## config.mk

```make
export PLATFORM = sky130hd
export DESIGN_NAME = pipeline_hazard_ctrl
export DESIGN_NICKNAME = d
export VERILOG_FILES = /design/src/rtl/pipeline_ctrl_pkg.sv /design/src/rtl/sat_counter.sv /design/src/rtl/pipeline_hazard_ctrl.sv
export SDC_FILE = /design/constraint.sdc
export NUM_CORES = 1
export LEC_CHECK = 0
export ABC_AREA = 0
export BUFFER_PORTS_ARGS = -buffer_cell sky130_fd_sc_hd__buf_2
export CAP_MARGIN = 15
export CORE_MARGIN = 2
export CORE_UTILIZATION = 43
export CTS_BUF_LIST = sky130_fd_sc_hd__clkbuf_8
export DETAILED_ROUTE_END_ITERATION = 8
export PLACE_DENSITY = 0.87
export SYNTH_ARGS = -nofsm -noshare
export SYNTH_HDL_FRONTEND = slang
export SYNTH_SLANG_ARGS = --single-unit
export TNS_END_PERCENT = 1
```

## constraint.sdc

```tcl
create_clock -name clk -period 3.6 [get_ports clk]
set_input_delay 0.72 -clock clk [delete_from_list [all_inputs] [get_ports clk]]
set_output_delay 0.72 -clock clk [all_outputs]
set_load 0.02 [all_outputs]
```

## src/rtl/pipeline_ctrl_pkg.sv

```systemverilog
`default_nettype none
// ============================================================================
// Module  : pipeline_ctrl_pkg
// Brief   : Shared types and constants for the pipeline hazard controller.
// Rev     : 1.0  initial release
// ============================================================================
package pipeline_ctrl_pkg;

  localparam int REG_ADDR_W = 4;
  localparam logic [REG_ADDR_W-1:0] REG_ZERO = 4'd0;

  typedef enum logic [0:0] {
    RUN      = 1'b0,
    MUL_BUSY = 1'b1
  } hz_state_e;

  // x0 is hard-wired zero, so a load targeting it can never create a hazard.
  function automatic logic load_use_hazard(
    input logic                  mem_read,
    input logic                  reg_write,
    input logic [REG_ADDR_W-1:0] rd,
    input logic [REG_ADDR_W-1:0] rs1,
    input logic [REG_ADDR_W-1:0] rs2,
    input logic                  uses_rs2
  );
    return mem_read & reg_write & (rd != REG_ZERO) &
           ((rd == rs1) | (uses_rs2 & (rd == rs2)));
  endfunction

endpackage : pipeline_ctrl_pkg
`default_nettype wire

```

## src/rtl/sat_counter.sv

```systemverilog
`default_nettype none
// ============================================================================
// Module  : sat_counter
// Brief   : Enabled up-counter that sticks at all-ones. Built only when
//           HAZARD_STATS_EN is defined.
// Rev     : 1.0  initial release
// ============================================================================
`ifdef HAZARD_STATS_EN
module sat_counter #(
  parameter int WIDTH = 16
) (
  input  logic             clk,
  input  logic             rst,
  input  logic             en_i,
  output logic [WIDTH-1:0] count_o
);

  logic [WIDTH-1:0] count_q;
  logic [WIDTH-1:0] count_d;

  always_comb begin
    count_d = count_q;
    if (en_i && (count_q != {WIDTH{1'b1}})) begin
      count_d = count_q + 1'b1;
    end
  end

  always_ff @(posedge clk) begin
    if (rst) begin
      count_q <= '0;
    end else begin
      count_q <= count_d;
    end
  end

  assign count_o = count_q;

endmodule : sat_counter
`endif
`default_nettype wire

```

## src/rtl/pipeline_hazard_ctrl.sv

```systemverilog
`default_nettype none
// ============================================================================
// Module  : pipeline_hazard_ctrl
// Brief   : Stall/flush sequencer for load-use, branch, multiply and memory-
//           wait hazards. Statistics counters exist only under HAZARD_STATS_EN.
// Rev     : 1.0  initial release
// ============================================================================
module pipeline_hazard_ctrl
  import pipeline_ctrl_pkg::*;
#(
  parameter int MUL_LATENCY = 4,
  parameter int STAT_W      = 16
) (
  input  logic                  clk,
  input  logic                  rst,
  input  logic [REG_ADDR_W-1:0] Rs1_ifid,
  input  logic [REG_ADDR_W-1:0] Rs2_ifid,
  input  logic                  uses_rs2_ifid,
  input  logic                  mem_read_idex,
  input  logic                  reg_write_en_idex,
  input  logic [REG_ADDR_W-1:0] Rd_idex,
  input  logic                  branch_taken_ex,
  input  logic                  mul_start_ex,
  input  logic                  mem_stall,
  output logic                  pc_write_en,
  output logic                  ifid_write_en,
  output logic                  ifid_flush,
  output logic                  idex_write_en,
  output logic                  idex_flush,
  output logic                  exmem_bubble,
  output logic                  mul_busy,
  output logic                  mul_done,
  output logic [STAT_W-1:0]     stall_cycles,
  output logic [STAT_W-1:0]     flush_events
);

  // Start cycle plus the counted-down cycles give MUL_LATENCY-1 stalls.
  localparam logic [3:0] MUL_CNT_INIT = 4'((MUL_LATENCY > 1) ? (MUL_LATENCY - 2) : 0);
  localparam logic       MUL_SINGLE   = (MUL_LATENCY == 1);

  hz_state_e  state_q, state_d;
  logic [3:0] cnt_q, cnt_d;
  logic       w_load_use;

  assign w_load_use = load_use_hazard(mem_read_idex, reg_write_en_idex, Rd_idex,
                                      Rs1_ifid, Rs2_ifid, uses_rs2_ifid);

  always_ff @(posedge clk) begin
    if (rst) begin
      state_q <= RUN;
      cnt_q   <= 4'd0;
    end else begin
      state_q <= state_d;
      cnt_q   <= cnt_d;
    end
  end

  always_comb begin
    state_d = state_q;
    cnt_d   = cnt_q;
    case (state_q)
      RUN: begin
        if (!mem_stall && !branch_taken_ex && mul_start_ex && !MUL_SINGLE) begin
          state_d = MUL_BUSY;
          cnt_d   = MUL_CNT_INIT;
        end
      end
      MUL_BUSY: begin
        if (!mem_stall) begin
          if (cnt_q != 4'd0) begin
            cnt_d = cnt_q - 4'd1;
          end else begin
            state_d = RUN;
          end
        end
      end
      default: state_d = RUN;
    endcase
  end

  always_comb begin
    pc_write_en   = 1'b1;
    ifid_write_en = 1'b1;
    ifid_flush    = 1'b0;
    idex_write_en = 1'b1;
    idex_flush    = 1'b0;
    exmem_bubble  = 1'b0;
    mul_busy      = 1'b0;
    mul_done      = 1'b0;
    if (!rst) begin
      case (state_q)
        RUN: begin
          if (mem_stall) begin
            pc_write_en   = 1'b0;
            ifid_write_en = 1'b0;
            idex_write_en = 1'b0;
          end else if (branch_taken_ex) begin
            ifid_flush = 1'b1;
            idex_flush = 1'b1;
          end else if (mul_start_ex) begin
            if (MUL_SINGLE) begin
              mul_done = 1'b1;
            end else begin
              pc_write_en   = 1'b0;
              ifid_write_en = 1'b0;
              idex_write_en = 1'b0;
              exmem_bubble  = 1'b1;
            end
          end else if (w_load_use) begin
            pc_write_en   = 1'b0;
            ifid_write_en = 1'b0;
            idex_flush    = 1'b1;
          end
        end
        MUL_BUSY: begin
          mul_busy = 1'b1;
          if (mem_stall) begin
            pc_write_en   = 1'b0;
            ifid_write_en = 1'b0;
            idex_write_en = 1'b0;
          end else if (cnt_q != 4'd0) begin
            pc_write_en   = 1'b0;
            ifid_write_en = 1'b0;
            idex_write_en = 1'b0;
            exmem_bubble  = 1'b1;
          end else begin
            mul_done = 1'b1;
          end
        end
        default: ;
      endcase
    end
  end

`ifdef HAZARD_STATS_EN
  // PC is held exactly on load-use, multiply and memory-wait cycles; drop the latter.
  sat_counter #(.WIDTH(STAT_W)) u_stall_cnt (
    .clk     (clk),
    .rst     (rst),
    .en_i    (~pc_write_en & ~mem_stall),
    .count_o (stall_cycles)
  );

  sat_counter #(.WIDTH(STAT_W)) u_flush_cnt (
    .clk     (clk),
    .rst     (rst),
    .en_i    (ifid_flush),
    .count_o (flush_events)
  );
`else
  assign stall_cycles = '0;
  assign flush_events = '0;
`endif

endmodule : pipeline_hazard_ctrl
`default_nettype wire
```

==> results.txt <==
----------------------------------------------------
[Outcome]
  Result of the run ... finished clean

[Critical path]
  Flop-to-flop setup slack ... about 2 ns
  Worst Path Arrival ... 1.95 ns
  Maximum net fanout on the critical path ... 3
  Worst Setup Start Kind ... primary input
  Reg-to-reg endpoint ... cnt_q[1]$_SDFFE_PP0P_
  Launching point of the worst reg2reg path ... cnt_q[1]$_SDFFE_PP0P_
  Critical setup path kind ... in -> out
  Number of cells on the worst reg-to-reg path ... 6
  Critical path required time ... approximately 2.9 ns
  Endpoint kind of the worst setup timing path ... primary output

[Place]
  Number of buffer cells added on primary ports ... 27
  Final weighted congestion in routability-driven placement ... between 0.7 and 0.8
  Cell area after placement ... about 740 µm²
  Post-DP HPWL ... 1.219 mm

[CTS]
  Root Buffer ... sky130_fd_sc_hd__clkbuf_8
  TritonCTS clock tree ... built
  Number of buffers inserted by hold repair at cts ... 0
  CTS sink count ... 5
  Clock-pin slew on the worst setup and hold paths ... 0.04 ns
  Inserted Clock Buffers ... 3
  Clock tree buffer depth ... 2
  Buffers inserted during post-CTS setup optimization ... 0
  Number of gates resized after cts ... 0
  Number of H-tree levels ... 1
  Source-to-sink clock delay at the later pin of the worst-skew pair ... between 0.2 and 0.25 ns

[Pwr]
  Static leakage ... 0.4263 nW
  Maximum vdd ir drop ... around 0.19 mV
  Power density cells ... slightly above 300 nW/µm²

[Layout]
  Fraction of layout instances using a drive strength above 1 ... 0.2951
  Final layout net count ... 144
  Layout overhead on the synthesized area ... 7.401%
  Final non-filler cell area ... 780.7 µm²
  Count of inserted antenna diode cells ... 0

[Synthesis]
  Yosys warning total ... 0
  Mean instance size in the synthesized netlist ... approximately 7.7 µm²
  Portion of the post-synthesis area used by sequential elements ... 0.1377
  Area leader, netlist ... sky130_fd_sc_hd__buf_4
  Top area cells in the synthesized netlist ... sky130_fd_sc_hd__buf_4, sky130_fd_sc_hd__dfxtp_1, sky130_fd_sc_hd__xor2_1
  Synth cell types ... 29
  Register bit total from synthesis ... 5
  Number of instances in the synthesized netlist ... between 90 and 100
  Area of the mapped netlist ... around 730 µm²
  Area share of the largest cell type after synthesis ... 0.3408

[Timing]
  Post-route clock skew ... 0.002866 ns
  Max frequency ... between 0.3 and 0.4 GHz
  Final-report max-slew violation count ... 0
  Total setup violations reported at the end of the flow ... 0
  Setup repair after global routing missed its margin ... false
  Worst slew margin relative to its limit ... 0.6502
  Fin Setup TNS ... 0 ns
  Pin slew with the least headroom to its limit ... 0.5234 ns
  Number of failing hold endpoints at the final stage ... 0
  Min cycle time layout ... about 2.7 ns
  Period Utilization, post-route ... 0.7411
  Worst hold-check slack ... 0.4691 ns

[Hold path]
  End of the worst hold path ... cnt_q[0]$_SDFFE_PP0P_
  Tightest Hold Check Type ... reg -> reg
  Count of cells along the worst hold path ... 2
  Hold_sp ... cnt_q[0]$_SDFFE_PP0P_

[Floorplan]
  Width of the die ... about 45 µm
  Standard-cell rows ... 14
  Initial cell density of the core ... 0.4716
  CORE AREA ... roughly 1500 µm²
  Floorplan die height ... 45.12 µm
  Die area ... 2035 µm²
  Number of placed I/O pins ... 60

[GRT]
  Global router's overall resource usage ... 0.1549
  Wire length of the first global-routing pass ... 2.214 mm
  Vias in the first global route ... 548
  Antenna violations before repair ... 0
  Remaining global-route overflow ... 0
  Largest net degree at the start of global routing ... 11

[Detailed routing]
  First DRT Iteration DRCs ... 5
  Routed vias ... 610
  Routed length per instance ... about 10 µm
  Total length of routed wires ... roughly 1.4 mm
  Drt first pass iters ... 4
  Drt drc ... 0
  Number of nets with antenna violations after routing ... 0
  Drt via density ... ~4.4

[Job]
  Max cap viols ... 0

----------------------------------------------------
-- layer usage --
layer / global-route usage / wire, µm
met5: 0 / 0
met3: 0.04800 / 139
met4: 0.07059 / 10
met2: 0.3000 / 817
met1: 0.1443 / 428
-- Yosys cell counts --
cell type / number
sky130_fd_sc_hd__nor4b_2: 1
sky130_fd_sc_hd__and2b_2: 1
sky130_fd_sc_hd__a21oi_4: 1
sky130_fd_sc_hd__nor3_1: 4
sky130_fd_sc_hd__dfxtp_1: 5
sky130_fd_sc_hd__ha_1: 1
sky130_fd_sc_hd__nor2_2: 1
sky130_fd_sc_hd__and2_1: 1
sky130_fd_sc_hd__o41ai_1: 1
sky130_fd_sc_hd__buf_4: 33
sky130_fd_sc_hd__inv_1: 4
sky130_fd_sc_hd__a21oi_1: 1
sky130_fd_sc_hd__clkbuf_1: 1
sky130_fd_sc_hd__a21o_1: 2
sky130_fd_sc_hd__a211oi_2: 1
sky130_fd_sc_hd__nand2b_1: 1
sky130_fd_sc_hd__xor2_1: 10
sky130_fd_sc_hd__nor2b_1: 2
sky130_fd_sc_hd__nor4_1: 3
sky130_fd_sc_hd__buf_6: 1
sky130_fd_sc_hd__nor2_1: 7
sky130_fd_sc_hd__conb_1: 1
sky130_fd_sc_hd__a221o_1: 1
sky130_fd_sc_hd__o21ai_0: 1
sky130_fd_sc_hd__or2_2: 1
sky130_fd_sc_hd__nand3_1: 3
sky130_fd_sc_hd__or3b_1: 1
sky130_fd_sc_hd__a22oi_1: 1
sky130_fd_sc_hd__nand2_1: 4
-- how the worst max path moves through the flow --
| stage | end | slack, ns | depth (start not counted) | startpoint |
|---|---|---|---|---|
| 3_3_place_gp | idex_flush | 0.97 | 6 | Rd_idex[3] |
| 4_1_cts | idex_flush | 0.92 | 6 | Rd_idex[0] |
| 6_report | idex_flush | 0.93 | 6 | Rd_idex[0] |
| 5_1_grt | ifid_write_en | 0.82 | 6 | Rd_idex[0] |
| 2_1_floorplan | idex_flush | 0.90 | 4 | Rd_idex[3] |
| 3_5_place_dp | idex_flush | 0.93 | 6 | Rd_idex[0] |
-- final cells by class --
class | count | area (µm²)
clock buffer | 3 | 41.29
multi-input combinational | 82 | 465.4
fill | 160 | 760.7
tap | 16 | 20.02
timing repair buffer | 27 | 135.1
sequential | 5 | 100.1
inverter | 4 | 15.01
clock inverter | 1 | 3.754
-- state kept, by name (all words and copies together), names as in the netlist --
register and count:
cnt_q 4, state_q 1
-- critical path, stage by stage --
cell and delay (ns):
sky130_fd_sc_hd__buf_2 0.12, sky130_fd_sc_hd__xor2_1 0.16, sky130_fd_sc_hd__nor4_1 0.26, sky130_fd_sc_hd__a22oi_1 0.15
sky130_fd_sc_hd__o41ai_1 0.30, sky130_fd_sc_hd__buf_2 0.23
-- metrics by stage --
stage            util  total power [mW]  instances  setup slack (ns)
6_report       0.5065            0.2426        138            0.9320
5_1_grt        0.5065            0.2553        138            0.8153
4_1_cts        0.5065            0.2439        138            0.9206
3_5_place_dp   0.4773            0.1407        134            0.9332
3_3_place_gp   0.4773            0.1380        134            0.9687
2_1_floorplan       -            0.1475        126            0.8975
-- placed cells by master (no fill, tap or decap), types with 2 or more instances in the layout --
master | netlist | routed
sky130_fd_sc_hd__nor2b_1 | 2 | 2
sky130_fd_sc_hd__nor4_1 | 3 | 3
sky130_fd_sc_hd__inv_1 | 4 | 5
sky130_fd_sc_hd__nand2_1 | 4 | 4
sky130_fd_sc_hd__nand3_1 | 3 | 3
sky130_fd_sc_hd__xor2_1 | 10 | 10
sky130_fd_sc_hd__nor3_1 | 4 | 4
sky130_fd_sc_hd__clkbuf_8 | 0 | 3
sky130_fd_sc_hd__buf_2 | 0 | 27
sky130_fd_sc_hd__a21o_1 | 2 | 2
sky130_fd_sc_hd__nor2_1 | 7 | 7
sky130_fd_sc_hd__dfxtp_1 | 5 | 5
sky130_fd_sc_hd__conb_1 | 1 | 32
-- cell families after synthesis --
| kind of cell | synth area share |
|---|---|
| buffers and inverters | 0.3821 |
| adder cells (fa/ha/maj) | 0.01721 |
| other | 0.005159 |
| AND/OR/NAND/NOR | 0.2272 |
| AO/OA/AOI/OAI | 0.1101 |
| flip-flops | 0.1377 |
| XOR/XNOR | 0.1205 |
-- power by group --
part	internal [mW]	switching [mW]	total (mW)
Combinational	0.0229	0.0592	0.0821
Sequential	0.0571	0.00131	0.0584
Clock	0.0732	0.0289	0.102
Total	0.153	0.0894	0.243
Power figures use the tool's default switching activity.
